==> src/rtl/hippo_mem_arbiter.sv <==
// Purpose : two-port arbiter in front of a single-port BRAM, with per-port lock and
//           optional round-robin contention (enable by defining HIPPO_MEM_ARB_RR_EN).
// Latency : grant is combinational (same cycle); read data/rvalid one cycle after acceptance.
// Backpressure: a requester waits with req_i held until gnt_o; lock owner blocks the other port.
//
// Ports:
//   clk_i, rst_i                 clock, synchronous active-high reset
//   req_i/lock_i/we_i[1:0]       per-port request, keep-ownership request, write enable
//   addr0_i/addr1_i              per-port word address
//   wdata0_i/wdata1_i            per-port write data
//   gnt_o[1:0]                   per-port grant (accept = req_i & gnt_o)
//   rvalid_o[1:0], rdata_o       per-port read valid, shared read data
//   mem_addr_o/mem_we_o/
//   mem_wdata_o/mem_rdata_i      BRAM port (read data arrives one cycle after address)
//
// Configuration macro: HIPPO_MEM_ARB_RR_EN
//   defined   : contention goes to the port that was not granted last
//   undefined : port 0 always wins contention, no pointer register exists
module hippo_mem_arbiter #(
  parameter  int BRAM_WIDTH_BITS = 8,
  parameter  int BRAM_DEPTH      = 1024,
  localparam int AddrWidth       = $clog2(BRAM_DEPTH)
) (
  input  logic                       clk_i,
  input  logic                       rst_i,
  input  logic [1:0]                 req_i,
  input  logic [1:0]                 lock_i,
  input  logic [1:0]                 we_i,
  input  logic [AddrWidth-1:0]       addr0_i,
  input  logic [AddrWidth-1:0]       addr1_i,
  input  logic [BRAM_WIDTH_BITS-1:0] wdata0_i,
  input  logic [BRAM_WIDTH_BITS-1:0] wdata1_i,
  output logic [1:0]                 gnt_o,
  output logic [1:0]                 rvalid_o,
  output logic [BRAM_WIDTH_BITS-1:0] rdata_o,
  output logic [AddrWidth-1:0]       mem_addr_o,
  output logic                       mem_we_o,
  output logic [BRAM_WIDTH_BITS-1:0] mem_wdata_o,
  input  logic [BRAM_WIDTH_BITS-1:0] mem_rdata_i
);

  typedef enum logic [1:0] {
    ST_UNLOCKED = 2'd0,
    ST_LOCKED0  = 2'd1,
    ST_LOCKED1  = 2'd2
  } lock_state_t;

  lock_state_t r_state;
  logic [1:0]  r_rvalid;
  logic [1:0]  w_gnt;
  logic [1:0]  w_contend;
  logic [1:0]  w_acc;

`ifdef HIPPO_MEM_ARB_RR_EN
  // Last-granted port; contention goes to the other one.
  logic r_last;
  assign w_contend = r_last ? 2'b01 : 2'b10;
`else
  assign w_contend = 2'b01;
`endif

  // Grant decode. Reset forces grants low so nothing is accepted (and nothing
  // is written to memory) while rst_i is asserted.
  always_comb begin
    w_gnt = 2'b00;
    if (!rst_i) begin
      case (r_state)
        ST_LOCKED0: w_gnt[0] = req_i[0];
        ST_LOCKED1: w_gnt[1] = req_i[1];
        default: begin
          if (req_i == 2'b11) w_gnt = w_contend;
          else                w_gnt = req_i;
        end
      endcase
    end
  end

  assign w_acc = req_i & w_gnt;
  assign gnt_o = w_gnt;

  // Port 0 drives the memory bus whenever port 1 is not granted.
  assign mem_addr_o  = w_gnt[1] ? addr1_i  : addr0_i;
  assign mem_wdata_o = w_gnt[1] ? wdata1_i : wdata0_i;
  assign mem_we_o    = |(w_acc & we_i);

  // BRAM returns data one cycle after the address, so the shared read bus is a
  // straight pass-through qualified by the registered per-port valid.
  assign rdata_o = mem_rdata_i;

  // A read accepted just before reset must not surface while reset is held.
  assign rvalid_o = rst_i ? 2'b00 : r_rvalid;

  always_ff @(posedge clk_i) begin
    if (rst_i) begin
      r_state  <= ST_UNLOCKED;
      r_rvalid <= 2'b00;
`ifdef HIPPO_MEM_ARB_RR_EN
      r_last   <= 1'b0;
`endif
    end else begin
      r_rvalid <= w_acc & ~we_i;
`ifdef HIPPO_MEM_ARB_RR_EN
      if (|w_acc) r_last <= w_acc[1];
`endif
      case (r_state)
        ST_UNLOCKED: begin
          if (w_acc[0] && lock_i[0])      r_state <= ST_LOCKED0;
          else if (w_acc[1] && lock_i[1]) r_state <= ST_LOCKED1;
        end
        ST_LOCKED0: begin
          if (w_acc[0] && !lock_i[0]) r_state <= ST_UNLOCKED;
        end
        ST_LOCKED1: begin
          if (w_acc[1] && !lock_i[1]) r_state <= ST_UNLOCKED;
        end
        default: r_state <= ST_UNLOCKED;
      endcase
    end
  end

endmodule

==> config.mk <==
export PLATFORM = sky130hd
export DESIGN_NAME = hippo_mem_arbiter
export DESIGN_NICKNAME = d
export VERILOG_FILES = /design/src/rtl/hippo_mem_arbiter.sv
export SDC_FILE = /design/constraint.sdc
export NUM_CORES = 1
export LEC_CHECK = 0
export CAP_MARGIN = 15
export CORE_MARGIN = 4
export CORE_UTILIZATION = 27
export DETAILED_ROUTE_END_ITERATION = 8
export PLACE_DENSITY = 0.86
export SYNTH_ARGS = -nofsm -noshare
export SYNTH_HDL_FRONTEND = slang
export SYNTH_SLANG_ARGS = --single-unit
==> constraint.sdc <==
create_clock -name clk_i -period 2.8 [get_ports clk_i]
set_input_delay 0.7 -clock clk_i [delete_from_list [all_inputs] [get_ports clk_i]]
set_output_delay 0.7 -clock clk_i [all_outputs]
set_load 0.1 [all_outputs]
Word-level counts from Yosys, hierarchy flattened
Cells that the tools add are included.
{"block": "totals", "ff_bits": 4, "in_bits": 52, "elab_cells": 33}
{"block": "op_classes", "bitwise": 4, "n_mux": 12, "n_reduce_logical": 9, "eq_ne": 6}
{"operator": "$mux W2", "n": 7}
{"operator": "$mux W10", "n": 1}
{"operator": "$mux W8", "n": 1}
{"operator": "$and A2 B2 Y2", "n": 3}
{"operator": "$pmux W2 S3", "n": 1}
{"operator": "$eq A2 B2 Y1 const B", "n": 2}
{"operator": "$logic_and A1 B1 Y1", "n": 4}
{"operator": "$ne A2 B2 Y1 const B", "n": 2}
{"operator": "$pmux W1 S2", "n": 2}
{"operator": "$ne A3 B3 Y1 const B", "n": 1}
{"operator": "$reduce_and A3 Y1", "n": 1}
{"operator": "$eq A2 B1 Y1 const B", "n": 1}
{"operator": "$logic_not A1 Y1", "n": 2}
{"operator": "$logic_not A2 Y1", "n": 1}
{"operator": "$not A2 Y2", "n": 1}
{"operator": "$reduce_or A2 Y1", "n": 1}

Logic depth before layout (Yosys ltp)
Gate-level depths: netlist of the first run.
{"block": "logic_depth", "depth_word": 9, "depth_mapped": 7}

Worst setup path after synthesis of the first run
No wires, ideal clock.
{"block": "synth_path", "path_type": "input -> output", "startpoint": "input req_i[0]", "endpoint": "output mem_we_o", "cell_stages": 3, "t_arrival_ps": 2527, "setup_slack_ps": -427, "required_time_ps": 2100, "path_cell_list": "nor2b_2 and2_1 a22o_1"}
{"block": "synth_via", "elab_chain_cells": 7, "word_cells_on_any_way": 8}
{"element": "start, declared", "line": "26", "source": "input logic [1:0] req_i,"}
{"element": "$eq A2 B2 Y1", "line": "71", "source": "if (req_i == 2'b11) w_gnt = w_contend;"}
{"element": "$mux W2", "line": "71"}
{"element": "$pmux W1 S2 (*)", "line": "67", "source": "case (r_state)"}
{"element": "$mux W2 (*)", "line": "66", "source": "if (!rst_i) begin"}
{"element": "net gnt_o[0]", "line": "33", "source": "output logic [1:0] gnt_o,"}
{"element": "$and A2 B2 Y2 (*)", "line": "78", "source": "assign w_acc = req_i & w_gnt;"}
{"element": "$and A2 B2 Y2 (*)", "line": "84", "source": "assign mem_we_o = |(w_acc & we_i);"}
{"element": "$reduce_or A2 Y1 (*)", "line": "84"}
{"element": "end, declared", "line": "37", "source": "output logic mem_we_o,"}
The timed path passes the listed nets; every way through them passes the cells marked *.

Worst setup path after layout of the first run
{"block": "layout_path", "startpoint": "register r_state[0]", "endpoint": "output mem_addr_o[7]"}
{"block": "layout_via", "elab_chain_cells": 4, "word_cells_on_any_way": 5}
{"element": "start, declared", "line": "48", "source": "lock_state_t r_state;"}
{"element": "start signal, assigned", "line": "95", "source": "r_state <= ST_UNLOCKED;"}
{"element": "start signal, assigned", "line": "107", "source": "if (w_acc[0] && lock_i[0]) r_state <= ST_LOCKED0;"}
{"element": "start signal, assigned", "line": "108", "source": "else if (w_acc[1] && lock_i[1]) r_state <= ST_LOCKED1;"}
{"element": "$eq A2 B2 Y1 / $eq A2 B1 Y1 (equally long branches)", "line": "67"}
{"element": "$pmux W1 S2 (*)", "line": "67"}
{"element": "$mux W2 (*)", "line": "66"}
{"element": "$mux W10 (*)", "line": "82", "source": "assign mem_addr_o = w_gnt[1] ? addr1_i : addr0_i;"}
{"element": "end, declared", "line": "36", "source": "output logic [AddrWidth-1:0] mem_addr_o,"}
Every way passes the cells marked *; elsewhere a longest branch is shown, timed or not.

==> results of run 1 <==
## through the flow
stage | cell area, um^2 | setup TNS (ps) | power [uW] | setup WS, ps
finish | 1690 | 0 | 1240 | 120
detailed placement | 1540 | -1560 | 1070 | -128
global route | 1690 | 0 | 1290 | 33.9
global placement | 1540 | -800 | 1050 | -64.8
CTS | 1570 | -96.4 | 1160 | -16.6
floorplan | 636 | 0 | 755 | 52.1
## cell usage in the layout (no fill, tap or decap)
cell type / count
inv_1: 5
clkdlybuf4s50_1: 40
o21ai_1: 1
mux2_2: 9
nor2b_2: 1
and2b_1: 1
mux2_4: 9
nor2_1: 3
o211ai_1: 1
clkbuf_16: 2
dlygate4sd2_1: 1
ha_1: 3
buf_12: 23
dfxtp_1: 3
dfxtp_2: 1
o221a_1: 1
nand4_1: 2
o311ai_2: 1
nor2b_4: 1
and3_1: 1
a31o_2: 1
buf_4: 6
dlymetal6s2s_1: 2
a22o_2: 1
inv_2: 1
nand2_1: 1
nand2b_4: 1
buf_8: 2
a31oi_1: 1
or2_2: 1
nand3_4: 1
nor2b_1: 2
clkbuf_4: 3
and2_2: 1
a41oi_1: 1
o21ba_2: 1
nand2b_1: 4
## Yosys cell counts
master,n
o21ba_2,1
mux2_2,6
nand3_2,1
inv_2,1
a22o_1,1
mux2_1,12
and3_1,1
inv_1,5
nor2_1,3
ha_1,3
o21ai_1,1
or2_2,1
a31o_2,1
buf_6,2
a31oi_1,1
a41oi_1,1
nand2_1,1
nand4_1,2
o311ai_2,1
o211ai_1,1
and2b_1,1
nor2b_2,2
o221a_1,1
nor2b_1,2
and2_1,1
buf_4,8
nand2b_1,5
dfxtp_1,4
## critical path: cells and delay by family (launching register included)
kind	cells	cell delay (ps)
fa+ha+maj	1	340
flops	1	350
buf+inv	3	430
mux	1	310
simple gates	2	300
## where the power goes
group / switching [uW] / leakage, uW / internal [uW]
sequential: 11.0 / 0.0000331 / 72.7
combinational: 624 / 0.000722 / 458
clock: 22.0 / 0.0000138 / 47.8
total: 657 / 0.000769 / 579
## registers in the layout, summed over array words and instances (netlist names)
register	cells
r_rvalid	2
r_state	2
## path summary, 6_finish.rpt
path,startpoint,end
max,r_state[0],mem_addr_o[7]
min,r_state[0],r_state[0]
max reg2reg,r_state[0],r_state[1]
min reg2reg,r_state[0],r_state[0]
## logic make-up (layout without fill, tap and decap cells)
group           Yosys count  after routing  share of synthesized area (%)
compound gates            9              9                           13.0
fa+ha+maj                 3              3                           5.93
buf+inv                  16             85                           16.6
flops                     4              4                           12.6
mux                      18             18                           32.0
simple gates             20             20                           19.8
## metal layers
layer	up-vias	global-route usage, %
met5	-	0
met4	0	4.07
met3	6	7.82
met2	75	30.0
met1	372	15.8
li1	377	-
## repair_timing
action                     CTS  global route
pin swaps                    0             1
setup buffers                0             0
hold buffers                 0             0
resized for setup           16            17
cloned                       0             2
setup endpoints to repair   18            19
## layout make-up
type                    count  area, um^2  area share, %
flip-flops and latches      4        81.3           4.83
multi-input cells          50         504           29.9
repair buffers             76        1020           60.5
clock buffers               3        22.5           1.34
inverters                   6        22.5           1.34
well taps                  28        35.0           2.08
==> impl_metrics.env, run 1 <==
export IMPL_setup_violations_final=0
export IMPL_layout_cells_non_filler=167
export IMPL_cts_tree="built"
export IMPL_drt_total_wl_mm=2.79
export IMPL_finalHoldViolations=0
export IMPL_synthTopCellsByArea="mux2_1, dfxtp_1, mux2_2, buf_4, ha_1"
export IMPL_wl_met3_um=390
export IMPL_final_util_pct=76.2
export IMPL_critical_path_class="flop to primary output"
export IMPL_layout_drive_gt1_share_pct=47.5
export IMPL_drt_initial_drc_count=13
export IMPL_dieArea_mm2=0.00318
export IMPL_ys_seq_elements=4
export IMPL_yosys_warnings=0
export IMPL_grt_pass1_wl_mm=4.16
export IMPL_via_count=830
export IMPL_cts_buffers=3
export IMPL_fin_skew_ps=5.68
export IMPL_fp_dieH_um=56.4
export IMPL_initial_core_util_pct=28.6
export IMPL_crit_path_max_incr_delay_ps=350
export IMPL_min_period_ps=2680
export IMPL_clk_pin_slew_worst_paths_ps=40
export IMPL_fin_nets=196
export IMPL_r2r_slack_ps=800
export IMPL_fp_coreArea_mm2=0.00221
export IMPL_hp_class="flop to flop"
export IMPL_max_slew_margin_pct=81.2
export IMPL_r2r_cells=8
export IMPL_required_ps=2100
export IMPL_netlist_area_leader_share_pct=21.3
export IMPL_antenna_cells=0
export IMPL_ios=83
export IMPL_syn2layout_area_growth_pct=166
export IMPL_synth_seq_area_share_pct=12.6
export IMPL_yosysTopAreaCell="mux2_1"
export IMPL_clk_latency_ps=230
export IMPL_io_buffers=66
export IMPL_grt_overflow=0
export IMPL_antenna_found_initial=0
export IMPL_syn_cell_area_um2=633
export IMPL_start_kind="flop"
export IMPL_rsz0062_at_grt="false"
export IMPL_hold_path_depth=2
export IMPL_hold_slack_ps=568
export IMPL_wl_met2_mm=1.34
export IMPL_met1_length_um=994
export IMPL_top_layer="met4"
export IMPL_grt_pass1_vias=921
export IMPL_power_density_mw_per_mm2=733
export IMPL_wl_per_cell_um=16.7
export IMPL_crit_path_end_kind="primary output"
export IMPL_syn_instance_count=70
export IMPL_numClockSinks=4
export IMPL_cap_viol_max_count=0
export IMPL_worst_path_max_fanout=5
export IMPL_slowest_stage="dfxtp_1"
export IMPL_crit_chain="inv_1 > ha_1 > nand2b_1 > nand3_4 > clkbuf_16 > mux2_4 > buf_12"
export IMPL_htree_levels=1
export IMPL_antenna_left=0
export IMPL_clock_fmax_mhz=373
export IMPL_syn_nets=125
export IMPL_drt_pass1_iter_count=4
export IMPL_period_share_pct=95.7
export IMPL_syn_avg_cell_area_um2=9.04
export IMPL_rows=17
export IMPL_placed_cells=162
export IMPL_die_w_um=56.4
export IMPL_worst_pin_slew_ps=281
export IMPL_cts_root_buf="clkbuf_4"
export IMPL_routed_via_density=4.97
export IMPL_critPathArrivalTime_ps=1980
export IMPL_status="completed"
export IMPL_ir_worst_vdd_v=0.000535
export IMPL_drv_slew=0
export IMPL_grt_usage_pct=16.2
export IMPL_num_fill_cells=150
export IMPL_place_congestion=0.876
export IMPL_cts_buffer_depth=2
export IMPL_grt_max_degree=12
export IMPL_drc=0
export IMPL_dpl_hpwl_mm=2.32
export IMPL_ys_types=28
export IMPL_p_leak_uw=0.000769
No activity file was read; power rests on OpenSTA's default activity.
==> run 2, diff against run 1 <==
- CORE_ASPECT_RATIO: unset -> 0.8
==> run 2 against run 1 <==
Net effect:
- total power rose by 9.1%
- combinational power rose by 11%
- via count grew 8.4%
- clock power down 3.0%
- die area rose by 0.15%
- sequential cell count did not move
- global-route usage is 9.5 points higher
- routed wire length rose by 44%
- maximum frequency down 2.2%
- core utilization increased by 3.9 points
- critical path depth grew 1
- sequential share of layout area is 0.27 points lower
- critical path type unchanged
- critical endpoint is now mem_wdata_o[6]
==> impl_metrics.env, run 2 (synthesized netlist as in run 1, its figures left out) <==
export IMPL_final_util_pct=80.1
export IMPL_antenna_cells=0
export IMPL_antenna_left=0
export IMPL_regArea_um2=80.1
export IMPL_drt_pass1_iter_count=4
export IMPL_place_congestion=0.734
export IMPL_crit_path_max_incr_delay_ps=390
export IMPL_crit_chain="inv_1 > ha_4 > nand2b_1 > nand3_4 > buf_4 > buf_16 > mux2_2 > buf_12"
export IMPL_grt_pass1_vias=969
export IMPL_wl_met2_mm=2.13
export IMPL_finalHoldViolations=0
export IMPL_p_leak_uw=0.000788
export IMPL_period_share_pct=97.8
export IMPL_grt_pass1_wl_mm=6.07
export IMPL_wl_per_cell_um=23.4
export IMPL_fp_dieH_um=51.3
export IMPL_status="completed"
export IMPL_die_w_um=62.1
export IMPL_clock_fmax_mhz=365
export IMPL_worst_pin_slew_ps=393
export IMPL_drc=0
export IMPL_io_buffers=66
export IMPL_cts_root_buf="clkbuf_4"
export IMPL_ir_worst_vdd_v=0.000589
export IMPL_cap_viol_max_count=0
export IMPL_crit_buf_inv=4
export IMPL_dieArea_mm2=0.00319
export IMPL_placed_cells=160
export IMPL_drt_initial_drc_count=24
export IMPL_min_period_ps=2740
export IMPL_p_seq_share_pct=6.2
export IMPL_ios=83
export IMPL_rows=15
export IMPL_setup_violations_final=0
export IMPL_required_ps=2100
export IMPL_cts_buffers=3
export IMPL_regToRegEndpoint="r_state[1]"
export IMPL_r2r_cells=10
export IMPL_endpoint="mem_wdata_o[6]"
export IMPL_dpl_hpwl_mm=2.76
export IMPL_fin_skew_ps=0.547
export IMPL_numClockSinks=4
export IMPL_power_density_mw_per_mm2=767
export IMPL_p_int_uw=644
export IMPL_final_cell_mix="clkdlybuf4s50_1, buf_12, mux2_2, buf_4"
export IMPL_fin_nets=203
export IMPL_final_common_cell="clkdlybuf4s50_1"
export IMPL_num_fill_cells=103
export IMPL_grt_overflow=0
export IMPL_clk_latency_ps=230
export IMPL_switching_power_uw=704
export IMPL_layout_cells_non_filler=171
export IMPL_r2r_start="r_state[1]"
export IMPL_layout_drive_gt1_share_pct=50.0
export IMPL_start_kind="flop"
export IMPL_critPathLaunch="r_state[1]"
export IMPL_drv_slew=0
export IMPL_wl_met3_um=238
export IMPL_r2r_slack_ps=590
export IMPL_antenna_found_initial=0
export IMPL_clk_pin_slew_worst_paths_ps=30
export IMPL_cts_tree="built"
export IMPL_worst_path_max_fanout=5
export IMPL_power_switching_share_pct=52.2
export IMPL_routed_via_density=5.26
export IMPL_fin_ws_ps=60.8
export IMPL_multi_input_area_um2=509
export IMPL_drt_total_wl_mm=4.01
export IMPL_via_count=900
export IMPL_max_slew_margin_pct=73.7
export IMPL_slowest_stage="dfxtp_1"
export IMPL_syn2layout_area_growth_pct=178
export IMPL_critPathArrivalTime_ps=2040
export IMPL_cts_buffer_depth=2
export IMPL_grt_max_degree=7
export IMPL_hold_slack_ps=579
export IMPL_reg_largest_list="r_rvalid x2, r_state x2"
export IMPL_dp_slack_ps=-138
export IMPL_rsz0062_at_grt="false"
export IMPL_total_power_uw=1350
export IMPL_htree_levels=1
export IMPL_p_comb_share_pct=88.7
export IMPL_fp_coreArea_mm2=0.00220
export IMPL_initial_core_util_pct=28.8
export IMPL_hp_class="flop to flop"
export IMPL_critical_path_top_delay_family="buffers and inverters"
export IMPL_crit_path_end_kind="primary output"
export IMPL_met1_length_mm=1.63
export IMPL_top_layer="met4"
export IMPL_cp_depth=8
export IMPL_critical_path_class="flop to primary output"
export IMPL_clockPowerShare_pct=5.0
export IMPL_grt_usage_pct=25.7
[run 2: cell types whose count changed in the layout (fill, tap and decap cells not counted), sizes merged]
cell,before,now
buf,31,39
dlygate4sd2,1,3
bufbuf,0,1
clkbuf,5,3
dlymetal6s2s,2,0
[run 2: power by group through the flow]
stage	registers (uW)	logic, uW	clock network [uW]
2_1_floorplan	79.9	675	0
3_3_place_gp	80.9	990	0
3_5_place_dp	83.3	1020	0
4_1_cts	82.4	1150	72.8
5_1_grt	84.2	1230	73.4
6_report	84.0	1200	67.7
[run 2: area by class of cell]
| type | instances | area share (%) |
|---|---|---|
| timing repair buffer | 83 | 62.1 |
| multi-input combinational | 50 | 29.0 |
| sequential | 4 | 4.56 |
| tap | 25 | 1.78 |
| clock buffer | 3 | 1.28 |
| inverter | 6 | 1.28 |
[run 2: layer usage]
layer,global-route usage (%),up-vias
met4,4.33,0
met1,29.9,446
met3,4.18,4
li1,-,395
met5,0,-
met2,49.7,55
[run 2: metrics by stage]
stage	cell area, um^2	TNS (ps)
4_1_cts	1750	0
6_report	1760	0
3_3_place_gp	1560	-339
5_1_grt	1760	0
2_1_floorplan	636	0
3_5_place_dp	1560	-1300
[run 2: worst register-to-register path: cells and delay by family, from the launching register on]
family                   cells  cell delay (ps)
AO/OA/AOI/OAI                2              580
flip-flops                   1              390
adder cells (fa/ha/maj)      1              300
buffers and inverters        5              650
AND/OR/NAND/NOR              2              220
[run 2: worst min-delay path by stage]
stage               startpoint    endpoint  depth (start not counted)  slack (ps)
global route        r_state[0]  r_state[0]                          2         610
floorplan           r_state[0]  r_state[0]                          2         520
CTS                 r_state[0]  r_state[0]                          2         580
global placement    r_state[0]  r_state[0]                          2         540
finish              r_state[0]  r_state[0]                          2         580
detailed placement  r_state[0]  r_state[0]                          2         570
[run 2: repair_timing]
action	CTS	global route
hold buffers	0	0
gates resized for setup	26	1
endpoints found under the setup margin	20	20
pin swaps	1	0
gates cloned	3	0
setup buffers	5	0
==> run 3, diff against run 2 <==
- RECOVER_POWER: unset -> 100
==> run 3 against run 2 <==
Net effect:
- combinational power fell by 5%
- worst hold slack lost 2.9 ps
- clock-buffer cell count did not move
- die area stayed put
- clock skew is 0.51 ps lower
- first-iteration DRC count up 21%
- total power fell by 4.3%
- maximum frequency grew 0.13%
- register-to-register slack worse by 230 ps
- final area down 6.0%
- sequential cell count stayed put
==> impl_metrics.env, run 3 (synthesized netlist as in run 1, its figures left out) <==
export IMPL_initial_core_util_pct=28.8
export IMPL_die_w_um=62.1
export IMPL_drt_pass1_iter_count=4
export IMPL_grt_usage_pct=25.7
export IMPL_fin_ws_ps=64.4
export IMPL_grt_pass1_vias=969
export IMPL_fp_coreArea_mm2=0.00220
export IMPL_drv_slew=0
export IMPL_drc=0
export IMPL_antenna_left=0
export IMPL_max_slew_margin_pct=61.8
export IMPL_final_common_cell="clkdlybuf4s50_1"
export IMPL_placed_cells=160
export IMPL_power_density_mw_per_mm2=780
export IMPL_place_congestion=0.734
export IMPL_layout_drive_gt1_share_pct=48.6
export IMPL_antenna_found_initial=0
export IMPL_drt_total_wl_mm=4.05
export IMPL_r2r_start="r_state[1]"
export IMPL_drt_initial_drc_count=29
export IMPL_min_period_ps=2740
export IMPL_worst_path_max_fanout=5
export IMPL_fin_skew_ps=0.0366
export IMPL_rows=15
export IMPL_critPathLaunch="req_i[1]"
export IMPL_routed_via_density=5.22
export IMPL_worst_pin_slew_ps=566
export IMPL_dpl_hpwl_mm=2.76
export IMPL_setup_violations_final=0
export IMPL_syn2layout_area_growth_pct=161
export IMPL_finalHoldViolations=0
export IMPL_clk_latency_ps=230
export IMPL_cts_buffer_depth=2
export IMPL_fin_nets=203
export IMPL_final_util_pct=75.3
export IMPL_num_fill_cells=123
export IMPL_cap_viol_max_count=0
export IMPL_regToRegEndpoint="r_state[1]"
export IMPL_cts_tree="built"
export IMPL_rsz0062_at_grt="false"
export IMPL_grt_overflow=0
export IMPL_wl_per_cell_um=23.7
export IMPL_p_leak_uw=0.000752
export IMPL_fp_dieH_um=51.3
export IMPL_final_cell_mix="clkdlybuf4s50_1, mux2_2, buf_4, buf_8, buf_12"
export IMPL_dieArea_mm2=0.00319
export IMPL_crit_path_end_kind="primary output"
export IMPL_start_kind="input port"
export IMPL_reg_largest_list="r_rvalid x2, r_state x2"
export IMPL_ir_worst_vdd_v=0.000549
export IMPL_cts_root_buf="clkbuf_4"
export IMPL_regArea_um2=80.1
export IMPL_r2r_cells=10
export IMPL_required_ps=2100
export IMPL_multi_input_area_um2=499
export IMPL_ios=83
export IMPL_critPathArrivalTime_ps=2040
export IMPL_endpoint="mem_addr_o[1]"
export IMPL_hp_class="flop to flop"
export IMPL_via_count=892
export IMPL_grt_pass1_wl_mm=6.07
export IMPL_period_share_pct=97.7
export IMPL_io_buffers=66
export IMPL_critical_path_class="input port to primary output"
export IMPL_clk_pin_slew_worst_paths_ps=30
export IMPL_antenna_cells=0
export IMPL_layout_cells_non_filler=171
export IMPL_r2r_slack_ps=360
export IMPL_htree_levels=1
export IMPL_clock_fmax_mhz=366
export IMPL_cts_buffers=3
export IMPL_dp_slack_ps=-138
export IMPL_status="completed"
export IMPL_grt_max_degree=7
export IMPL_numClockSinks=4
run 3: metal layers:
metal	share of wire (%)	vias up	GRT usage, %
li1	-	394	-
met1	42	443	29.9
met2	52	49	49.7
met3	5.3	6	4.18
met4	0.40	0	4.33
met5	0	-	0
run 3: power by group:
part	internal, uW	switching, uW
Sequential	71.4	12.0
Combinational	478	660
Clock	47.7	20.6
Total	597	693
run 3: critical path: stages:
cell and delay (ps):
dlygate4sd2_1 240, nor2b_4 210, nand3_4 100, buf_4 160, buf_16 130, mux2_4 310
buf_8 180
run 3: layout make-up:
type                    count  area share [%]
clock buffers               3            1.36
inverters                   6            1.36
multi-input cells          50            30.2
flip-flops and latches      4            4.84
well taps                  25            1.89
repair buffers             83            60.3
run 3: worst min path at each step:
| stage | from | end | slack, ps | cells after the start |
|---|---|---|---|---|
| floorplan | r_state[0] | r_state[0] | 520 | 2 |
| global placement | r_state[0] | r_state[0] | 540 | 2 |
| detailed placement | r_state[0] | r_state[0] | 570 | 2 |
| CTS | r_state[0] | r_state[0] | 580 | 2 |
| global route | r_state[0] | r_state[0] | 620 | 2 |
| finish | r_state[0] | r_state[0] | 580 | 2 |
run 3: repair_timing:
item / in CTS / in global routing
hold buffers: 0 / 0
hold endpoints to repair: 0 / 0
endpoints found under the setup margin: 20 / 20
buffers inserted: 5 / 0
gates cloned: 3 / 0
pin swaps: 1 / 0
gates resized for setup: 26 / 1
run 3: per-stage QoR:
stage | area, um^2 | hold slack [ps] | setup TNS (ps) | total power [uW]
6_report | 1650 | 576 | 0 | 1290
4_1_cts | 1750 | 577 | 0 | 1310
2_1_floorplan | 636 | 516 | 0 | 755
3_5_place_dp | 1560 | 572 | -1300 | 1100
3_3_place_gp | 1560 | 544 | -339 | 1070
5_1_grt | 1650 | 616 | 0 | 1330
